`src/rtl/mdu_pkg.sv`:
```
// Shared types and decode constants for the multiply/divide unit.
package mdu_pkg;

  typedef enum logic [2:0] {
    OP_MUL    = 3'd0,
    OP_MULH   = 3'd1,
    OP_MULHSU = 3'd2,
    OP_MULHU  = 3'd3,
    OP_DIV    = 3'd4,
    OP_DIVU   = 3'd5,
    OP_REM    = 3'd6,
    OP_REMU   = 3'd7
  } mdu_op_e;

  typedef enum logic [1:0] {
    ST_IDLE = 2'd0,
    ST_CALC = 2'd1,
    ST_DONE = 2'd2
  } mdu_state_e;

  localparam logic [6:0] FUNCT7_MULDIV = 7'b0000001;
  localparam logic [1:0] ALUOP_RTYPE   = 2'b10;

  function automatic logic op_a_signed(mdu_op_e op);
    return op inside {OP_MUL, OP_MULH, OP_MULHSU, OP_DIV, OP_REM};
  endfunction

  function automatic logic op_b_signed(mdu_op_e op);
    return op inside {OP_MUL, OP_MULH, OP_DIV, OP_REM};
  endfunction

  function automatic logic is_div_op(mdu_op_e op);
    return op inside {OP_DIV, OP_DIVU, OP_REM, OP_REMU};
  endfunction

endpackage

```
`src/rtl/mdu_decode.sv`:
```
// Combinational instruction-field decode for M-extension operations.
module mdu_decode
  import mdu_pkg::*;
(
  input  logic [1:0] alu_op_i,
  input  logic [6:0] funct7_i,
  input  logic [2:0] funct3_i,
  output logic       is_mdu_o,
  output mdu_op_e    op_o
);

  assign is_mdu_o = (alu_op_i == ALUOP_RTYPE) && (funct7_i == FUNCT7_MULDIV);
  assign op_o     = mdu_op_e'(funct3_i);

endmodule

```
`src/rtl/muldiv_unit.sv`:
```
// Iterative radix-2 multiply/divide unit: shift-add multiply, restoring divide,
// one bit per cycle on magnitudes with sign fix-up on completion.
module muldiv_unit
  import mdu_pkg::*;
#(
  parameter int unsigned XLEN = 32
) (
  input  logic            clk,
  input  logic            rst_n,
  input  logic            start_i,
  input  logic [1:0]      ALUOp,
  input  logic [6:0]      Funct7,
  input  logic [2:0]      Funct3,
  input  logic [XLEN-1:0] op_a_i,
  input  logic [XLEN-1:0] op_b_i,
  input  logic            flush_i,
  output logic            is_mdu_o,
  output logic            busy_o,
  output logic            done_o,
  output logic [XLEN-1:0] result_o
);

  localparam int unsigned CW = $clog2(XLEN) + 1;
  localparam logic [CW-1:0] LAST_ITER = CW'(XLEN - 1);

  logic    is_mdu;
  mdu_op_e dec_op;

  mdu_decode u_decode (
    .alu_op_i (ALUOp),
    .funct7_i (Funct7),
    .funct3_i (Funct3),
    .is_mdu_o (is_mdu),
    .op_o     (dec_op)
  );

  assign is_mdu_o = is_mdu;

  mdu_state_e          state_q, state_d;
  mdu_op_e             op_q, op_d;
  logic [CW-1:0]       cnt_q, cnt_d;
  logic [2*XLEN-1:0]   acc_q, acc_d;
  logic [XLEN-1:0]     a_q, a_d, b_q, b_d;
  logic                neg_q, neg_d, rneg_q, rneg_d, dz_q, dz_d;
  logic                busy_q, busy_d, done_q, done_d;
  logic [XLEN-1:0]     result_q, result_d;

  // Operand magnitudes and signs for the incoming request
  logic            a_neg, b_neg;
  logic [XLEN-1:0] a_mag, b_mag;
  always_comb begin
    a_neg = op_a_signed(dec_op) && op_a_i[XLEN-1];
    b_neg = op_b_signed(dec_op) && op_b_i[XLEN-1];
    a_mag = a_neg ? -op_a_i : op_a_i;
    b_mag = b_neg ? -op_b_i : op_b_i;
  end

  // One iteration: acc holds {partial, multiplier} or {remainder, dividend/quotient}
  logic [XLEN:0]     mul_sum, div_trial;
  logic [XLEN-1:0]   div_diff;
  logic [2*XLEN-1:0] step;
  always_comb begin
    mul_sum   = {1'b0, acc_q[2*XLEN-1:XLEN]} + (acc_q[0] ? {1'b0, b_q} : '0);
    div_trial = acc_q[2*XLEN-1:XLEN-1];
    div_diff  = div_trial[XLEN-1:0] - b_q;
    if (is_div_op(op_q)) begin
      step = (div_trial >= {1'b0, b_q}) ? {div_diff, acc_q[XLEN-2:0], 1'b1}
                                        : {div_trial[XLEN-1:0], acc_q[XLEN-2:0], 1'b0};
    end else begin
      step = {mul_sum, acc_q[XLEN-1:1]};
    end
  end

  // Sign correction and result selection
  logic [2*XLEN-1:0] prod;
  logic [XLEN-1:0]   quo, rem, final_res;
  always_comb begin
    prod = neg_q  ? -acc_q : acc_q;
    quo  = neg_q  ? -acc_q[XLEN-1:0] : acc_q[XLEN-1:0];
    rem  = rneg_q ? -acc_q[2*XLEN-1:XLEN] : acc_q[2*XLEN-1:XLEN];
    case (op_q)
      OP_MUL:                       final_res = prod[XLEN-1:0];
      OP_MULH, OP_MULHSU, OP_MULHU: final_res = prod[2*XLEN-1:XLEN];
      OP_DIV, OP_DIVU:              final_res = dz_q ? '1 : quo;
      default:                      final_res = dz_q ? a_q : rem;
    endcase
  end

  always_comb begin
    state_d  = state_q;
    op_d     = op_q;
    cnt_d    = cnt_q;
    acc_d    = acc_q;
    a_d      = a_q;
    b_d      = b_q;
    neg_d    = neg_q;
    rneg_d   = rneg_q;
    dz_d     = dz_q;
    done_d   = 1'b0;
    result_d = result_q;
    case (state_q)
      ST_IDLE: begin
        if (start_i && is_mdu && !flush_i) begin
          state_d = ST_CALC;
          op_d    = dec_op;
          cnt_d   = '0;
          acc_d   = {{XLEN{1'b0}}, a_mag};
          a_d     = op_a_i;
          b_d     = b_mag;
          neg_d   = a_neg ^ b_neg;
          rneg_d  = a_neg;
          dz_d    = (op_b_i == '0);
        end
      end
      ST_CALC: begin
        if (flush_i) begin
          state_d = ST_IDLE;
        end else begin
          acc_d = step;
          cnt_d = cnt_q + CW'(1);
          if (cnt_q == LAST_ITER) state_d = ST_DONE;
        end
      end
      ST_DONE: begin
        state_d = ST_IDLE;
        if (!flush_i) begin
          done_d   = 1'b1;
          result_d = final_res;
        end
      end
      default: state_d = ST_IDLE;
    endcase
    busy_d = (state_d != ST_IDLE);
  end

  always_ff @(posedge clk) begin
    if (!rst_n) begin
      state_q  <= ST_IDLE;
      op_q     <= OP_MUL;
      cnt_q    <= '0;
      acc_q    <= '0;
      a_q      <= '0;
      b_q      <= '0;
      neg_q    <= 1'b0;
      rneg_q   <= 1'b0;
      dz_q     <= 1'b0;
      busy_q   <= 1'b0;
      done_q   <= 1'b0;
      result_q <= '0;
    end else begin
      state_q  <= state_d;
      op_q     <= op_d;
      cnt_q    <= cnt_d;
      acc_q    <= acc_d;
      a_q      <= a_d;
      b_q      <= b_d;
      neg_q    <= neg_d;
      rneg_q   <= rneg_d;
      dz_q     <= dz_d;
      busy_q   <= busy_d;
      done_q   <= done_d;
      result_q <= result_d;
    end
  end

  assign busy_o   = busy_q;
  assign done_o   = done_q;
  assign result_o = result_q;

endmodule

```
`config.mk`:
```
export PLATFORM = sky130hd
export DESIGN_NAME = muldiv_unit
export DESIGN_NICKNAME = d
export VERILOG_FILES = /design/src/rtl/mdu_pkg.sv /design/src/rtl/mdu_decode.sv /design/src/rtl/muldiv_unit.sv
export SDC_FILE = /design/constraint.sdc
export NUM_CORES = 1
export LEC_CHECK = 0
export CELL_PAD_IN_SITES_DETAIL_PLACEMENT = 1
export CELL_PAD_IN_SITES_GLOBAL_PLACEMENT = 2
export CORE_MARGIN = 4
export CORE_UTILIZATION = 38
export CTS_CLUSTER_DIAMETER = 200
export CTS_CLUSTER_SIZE = 12
export DETAILED_ROUTE_END_ITERATION = 16
export GPL_ROUTABILITY_DRIVEN = 0
export PLACE_DENSITY = 0.88
export RECOVER_POWER = 50
export SLEW_MARGIN = 10
export SYNTH_ARGS = -nofsm -noshare
export SYNTH_HDL_FRONTEND = slang
export SYNTH_HIERARCHICAL = 1
export SYNTH_SLANG_ARGS = --single-unit
export TNS_END_PERCENT = 30
```
`constraint.sdc`:
```
create_clock -name clk -period 7.4 [get_ports clk]
set_clock_uncertainty 0.1 [all_clocks]
set_input_delay 1.48 -clock clk [delete_from_list [all_inputs] [get_ports clk]]
set_output_delay 1.48 -clock clk [all_outputs]
set_load 0.005 [all_outputs]
```
==> results of run 1 <==
-- layout by cell type, fill, tap and decap left out, types with 37 or more instances in the layout --
cell type / instances
ha_1: 69
dlygate4sd3_1: 37
nor2_1: 153
a21boi_0: 46
inv_1: 61
dfxtp_1: 174
a21oi_1: 150
o21ai_0: 187
clkdlybuf4s50_1: 76
xnor2_1: 99
nand2_1: 292
mux2i_1: 39
xor2_1: 98
-- logic make-up after synthesis --
| logic type | after synthesis |
|---|---|
| adder cells (fa/ha/maj) | 71 |
| multiplexers | 40 |
| XOR/XNOR | 198 |
| AO/OA/AOI/OAI | 659 |
| AND/OR/NAND/NOR | 687 |
| flip-flops | 176 |
| buffers and inverters | 210 |
-- through the flow --
stage	instance area, µm²	power (mW)	hold WS (ns)	worst slack, ns
CTS	17000	2.05	0.373	2.85
detailed placement	16400	1.13	0.363	2.38
global route	16900	2.10	0.402	1.49
finish	16900	2.04	0.369	1.92
floorplan	15100	1.05	0.331	3.75
global placement	16400	1.13	0.351	2.49
-- cells in the mapped netlist (13+ instances only) --
cell type,count
nor2_1,155
buf_2,13
o211ai_1,28
a21oi_1,150
o211a_1,34
a31oi_1,16
inv_1,61
o21ai_0,184
nand2b_1,21
clkbuf_1,111
nand4_1,15
a21boi_0,46
nor2b_1,19
ha_1,69
xnor2_1,99
and2_1,15
dfxtp_1,176
nand2_1,292
or3_1,19
xor2_1,98
a211oi_1,22
o41ai_1,13
nor3_1,35
mux2i_1,39
a21o_1,20
o31ai_1,29
nand3_1,33
-- routing by layer --
layer	track usage	vias up
li1	-	7308
met1	0.346	7659
met2	0.458	379
met3	0.0337	97
met4	0.107	0
met5	0	-
-- sequential cells by signal, indices dropped and copies added, names as in the netlist --
name	cells
a_q	32
acc_q	64
b_q	32
busy_o	1
cnt_q	6
done_o	1
dz_q	1
neg_q	1
op_q	3
result_o	32
rneg_q	1
state_q	2
-- power groups by stage --
stage	clock network, mW	registers [mW]	logic [mW]
final	0.927	0.947	0.164
after global routing	0.980	0.947	0.177
after CTS	0.937	0.947	0.164
after detailed placement	0	0.969	0.163
after global placement	0	0.969	0.161
after floorplan	0	0.969	0.0773
-- cell type report --
type	instances	share of cell area
Sequential cell	176	0.208
Inverter	62	0.0138
Clock buffer	18	0.0260
Tap cell	518	0.0383
Multi-Input combinational cell	1655	0.631
Timing Repair Buffer	132	0.0746
Clock inverter	14	0.00836
-- final timing paths --
check            from         to  slack (ns)  cells past startpoint
min           a_q[14]    a_q[14]        0.37                      2
max          ALUOp[1]   acc_q[1]        1.92                     10
min reg2reg   a_q[14]    a_q[14]        0.37                      2
max reg2reg  acc_q[0]  acc_q[63]        2.30                     13
-- critical path, delay by kind of cell --
| kind | cells | cell delay, ns |
|---|---|---|
| compound gates | 2 | 0.52 |
| buf+inv | 2 | 1.16 |
| simple gates | 6 | 2.61 |
==> summary.txt, run 1 <==
Outcome
  – Status: finished, violations left
  – Violated checks: max-capacitance violations, max-slew violations

Power
  – Comb power frac: 0.080
  – Clock Power Share: 0.455
  – Leakage Power: 6.68 nW
  – Power per Cell Area: 120 nW/µm²
  – Seq pwr share: 0.465
  – Sw Ratio: 0.275
  – Switch Pwr: 561 µW
  – Internal power: 1.48 mW
  – Peak VDD IR: 0.000136 V

Timing
  – Fin crit period: 5.48 ns
  – Period utilization: 0.741
  – Endpoints failing setup: 0
  – RSZ-0062 raised after global routing: false
  – Worst slew pin tran: 2.29 ns
  – Setup TNS: 0 ns
  – Relative slew slack: -0.530
  – Max Slew Vio Count: 34
  – Achievable Freq: 0.182 GHz
  – Hold Violations, Final: 0

Drt
  – Routed Antenna Nets: 0
  – Routed WL: 59800 µm
  – Metal-1 WL: 26200 µm
  – Routed len/inst: 23.2 µm
  – Met3 WL: 2400 µm
  – Drt via density: 6.00
  – Via count: 15443
  – Met2 Wirelength: 28700 µm
  – Starting DRT DRC Count: 946
  – Number of detailed-route iterations in the first pass: 5
  – Residual DRC count: 0
  – Highest routed layer: met4

Layout
  – Antenna cells: 0
  – Multi-input logic area: 10700 µm²
  – Share of cells above drive strength 1: 0.0472
  – Final Net Count: 2195
  – Area growth syn-to-layout: 12.2%
  – Fill count: 4866
  – Layout Cells excl Fill: 2575
  – Register area: 3530 µm²
  – Core Util, Final: 0.435

Clock tree
  – Clock sink count: 176
  – Reg clk slew, reported paths: 0.07 ns
  – CTS tree: built
  – Hold-fix buffers at CTS: 0
  – Clock tree buffer depth: 2
  – Post-CTS Setup Bufs: 0
  – CTS Buf Count: 17
  – Clk Tree Root Cell: clkbuf_16
  – Clk_lat worst skew: 0.48 ns
  – CTS H-Tree Depth: 4
  – Cts repair resizes: 0

Critical path
  – Crit-path cells: dlygate4sd3_1, nor3b_1, and4b_1, nand3_1, nor2_1, nor2_1, clkbuf_1, a311oi_1, a21oi_1, nor2b_1
  – CP Data Arrival Time: 5.79 ns
  – Critical path's slowest cell: nor2_1
  – Critical path's largest stage delay: 1.68 ns
  – Startpoint Class: primary input
  – Crit. End Element: flip-flop
  – Crit path top cell by count: nor2_1
  – CP max FO: 33
  – Req. time, crit path: 7.70 ns
  – CP Class: in -> reg

Floorplanning
  – Chip height: 207 µm
  – Core area: 38900 µm²
  – Initial Utilization: 0.387
  – Row count: 72
  – I/O pin cnt: 115
  – Die X: 207 µm
  – Die ar.: 42900 µm²

Logic synthesis
  – Ys flop type: dfxtp_1
  – Netlist cell types: 91
  – Simple-Gate Fraction of Synth Area: 0.220
  – Synth warnings: 6
  – Yosys top cell by area: dfxtp_1
  – EDFF count, synth: 0
  – Largest family of logic cells by synthesized area: compound AO/OA/AOI/OAI gates
  – Syn avg cell area: 7.39 µm²
  – Fraction of synthesized area in multiplexers: 0.0266
  – Syn Nets: 2192
  – Synthesized-area fraction occupied by adder cells: 0.0599
  – #FFs+latches synth: 176
  – Mapped Area: 15100 µm²
  – Post-synth top area share: 0.234
  – Synth area leaders: dfxtp_1, nand2_1, o21ai_0
  – Synth Area in Compound Gates: 0.286
  – Register area share after synthesis: 0.234
  – Ys async rst share: 0
  – Synth Instances: 2041
  – Synth Area in XOR/XNOR: 0.116

Global routing
  – First-pass GRT wire length: 92500 µm
  – GR Overflow Total: 0
  – Initial antenna violation count: 0
  – Total GRT Usage: 0.269
  – Maximum number of pins on one net before global-route repair: 71
  – Vias in the first global route: 15505

Placement
  – Dpl cells: 2543
  – I/O Buffers: 114
  – HPWL after DPL: 46000 µm

Flow run
  – Max_cap viols: 1

Min path
  – Worst min path class: reg -> reg
Power figures use the tool's default switching activity.
==> run 2, diff against run 1 <==
CORE_UTILIZATION = 35   (was 38)
PLACE_DENSITY = 0.82   (was 0.88)
clock period = 5.11 ns   (was 7.4 ns; I/O delays follow)
==> run 2 against run 1 <==
The run still ends with max-capacitance violations, max-slew violations left. Final area rose by 1.3%. Via count rose by 0.78%. Sequential share of layout area fell by 0.26 points. Global-route usage decreased by 0.63 points. Largest power group is now clock.
==> summary.txt, run 2 (synthesized netlist as in run 1, its figures left out) <==
Min path
  – Worst hold stages: 2 (unchanged)
  – Worst min path class: reg -> reg (unchanged)

Power
  – Leakage Power: 6.77 nW (was 6.68 nW)
  – Comb power frac: 0.080 (about the same)
  – Internal power: 2.25 mW (was 1.48 mW)
  – Clock Power Share: 0.470 (was 0.455)
  – Power per Cell Area: 178 nW/µm² (was 120 nW/µm²)
  – Seq pwr share: 0.450 (was 0.465)
  – Sw Ratio: 0.261 (was 0.275)
  – Switch Pwr: 796 µW (was 561 µW)
  – Peak VDD IR: 0.000179 V (was 0.000136 V)

Timing
  – Achievable Freq: 0.230 GHz
  – Max Slew Vio Count: 170 (was 34)
  – Period utilization: 0.850
  – Relative slew slack: -0.578 (was -0.530)
  – Worst slew pin tran: 2.37 ns (was 2.29 ns)
  – Endpoints failing setup: 0 (unchanged)
  – RSZ-0062 raised after global routing: false (unchanged)
  – Fin crit period: 4.34 ns
  – Setup TNS: 0 ns (unchanged)
  – Hold WS: 0.364 ns (was 0.369 ns)
  – Hold Violations, Final: 0 (unchanged)

Placement
  – Dpl cell area: 16600 µm² (was 16400 µm²)
  – HPWL after DPL: 48200 µm (was 46000 µm)
  – I/O Buffers: 114 (unchanged)
  – Dpl cells: 2584 (was 2543)

Critical path
  – Crit. End Element: flip-flop (unchanged)
  – Req. time, crit path: 5.36 ns (was 7.70 ns)
  – R2R cell count: 5 (was 13)
  – CP max FO: 101 (was 33)
  – CP Class: in -> reg (unchanged)
  – Startpoint Class: primary input (unchanged)
  – CP Data Arrival Time: 4.60 ns (was 5.79 ns)

Layout
  – Layout Cells excl Fill: 2615 (was 2575)
  – Leading cell type in the layout, fill and taps excluded: nand2_1 (unchanged)
  – Number of flip-flops in the largest register: 64 (unchanged)
  – Core Util, Final: 0.406 (was 0.435)
  – Fill count: 5247 (was 4866)
  – Share of cells above drive strength 1: 0.0573 (was 0.0472)
  – Final instance area: 17100 µm² (was 16900 µm²)
  – Antenna cells: 0 (unchanged)
  – Final Net Count: 2215 (was 2195)
  – Most frequent cells in the layout: nand2_1, o21ai_0, dfxtp_1 (unchanged)
  – Area growth syn-to-layout: 13.7% (was 12.2%)
  – Most flops, register: acc_q (unchanged)

Clock tree
  – Reg clk slew, reported paths: 0.07 ns (about the same)
  – Clk Tree Root Cell: clkbuf_16 (unchanged)
  – CTS Buf Count: 17 (unchanged)
  – CTS H-Tree Depth: 4 (unchanged)
  – Clk_lat worst skew: 0.48 ns (about the same)
  – Clock sink count: 176 (unchanged)
  – Post-CTS Setup Bufs: 0 (unchanged)
  – Clock tree buffer depth: 2 (unchanged)
  – Cts repair resizes: 0 (unchanged)
  – Hold-fix buffers at CTS: 0 (unchanged)
  – CTS tree: built (unchanged)

Drt
  – Routed len/inst: 24.0 µm (was 23.2 µm)
  – Routed Antenna Nets: 0 (unchanged)
  – Routed WL: 62700 µm (was 59800 µm)
  – Residual DRC count: 0 (unchanged)
  – Drt via density: 5.95 (was 6.00)
  – Number of detailed-route iterations in the first pass: 5 (unchanged)
  – Starting DRT DRC Count: 1066 (was 946)
  – Via count: 15564 (was 15443)

Global routing
  – Met2 usage: 0.451 (was 0.458)
  – Initial antenna violation count: 1 (was 0)
  – Total GRT Usage: 0.263 (was 0.269)
  – Vias in the first global route: 16112 (was 15505)
  – Maximum number of pins on one net before global-route repair: 102 (was 71)
  – GR Overflow Total: 0 (unchanged)
  – GRT met3 Usage: 0.0489 (was 0.0337)
  – First-pass GRT wire length: 95600 µm (was 92500 µm)
  – Layer with the highest usage: met2 (unchanged)
  – Met1 Usage GRT: 0.322 (was 0.346)

Flow run
  – Max_cap viols: 3 (was 1)

Floorplanning
  – Initial Utilization: 0.357 (was 0.387)
  – Core area: 42200 µm² (was 38900 µm²)
  – Die X: 216 µm (was 207 µm)
  – Chip height: 216 µm (was 207 µm)
  – Row count: 75 (was 72)
  – Die ar.: 46500 µm² (was 42900 µm²)
  – I/O pin cnt: 115 (unchanged)

Outcome
  – Violated checks: max-capacitance violations, max-slew violations (unchanged)
  – Status: finished, violations left (unchanged)
## run 2: changes by cell type in the layout (fill, tap and decap cells not counted), moves of 3 or more
cell        previous run  this run
o21ai_0              187       184
buf_4                 16        33
bufinv_16              0         3
clkinvlp_4             1         6
## run 2: layer usage
metal	wire [µm]	part of all wire	up-vias
met5	13	0.00021	-
met4	2890	0.046	2
met3	3050	0.049	118
met2	29900	0.48	397
met1	26900	0.43	7717
li1	-	-	7330
## run 2: cell type report
cell class                 count  area (µm²)  share of cell area
clock buffer                  17         425              0.0248
clock inverter                14         179              0.0104
inverter                      62         233              0.0136
multi-input combinational   1655       10700               0.624
sequential                   176        3530               0.206
tap                          539         674              0.0394
timing repair buffer         152        1400              0.0819
## run 2: worst max-delay path, stage by stage
cell             delay (ns)
clkdlybuf4s50_1        0.42
nor4_1                 0.29
and4b_1                0.25
nand3_1                0.13
nor2_4                 0.12
clkbuf_2               1.52
nand2_1                0.49
o211a_1                0.31
## run 2: power groups by stage
stage,sequential [mW],clock [mW],combinational (mW)
2_1_floorplan,1.40,0,0.112
4_1_cts,1.37,1.45,0.243
5_1_grt,1.37,1.51,0.260
3_5_place_dp,1.40,0,0.242
3_3_place_gp,1.40,0,0.240
6_report,1.37,1.43,0.243
## run 2: final timing paths
check / start / to / slack (ns)
worst max-delay path: Funct7[2] / b_q[6] / 0.77
worst min-delay path: result_o[0] / result_o[0] / 0.36
worst max register to register: op_q[2] / result_o[11] / 1.02
worst min register to register: result_o[0] / result_o[0] / 0.36
## run 2: per-stage QoR
stage          setup slack [ns]  power (mW)
4_1_cts                    1.14        3.06
3_3_place_gp               1.08        1.64
3_5_place_dp               1.01        1.64
5_1_grt                   0.479        3.14
2_1_floorplan              1.86        1.51
6_report                  0.768        3.05
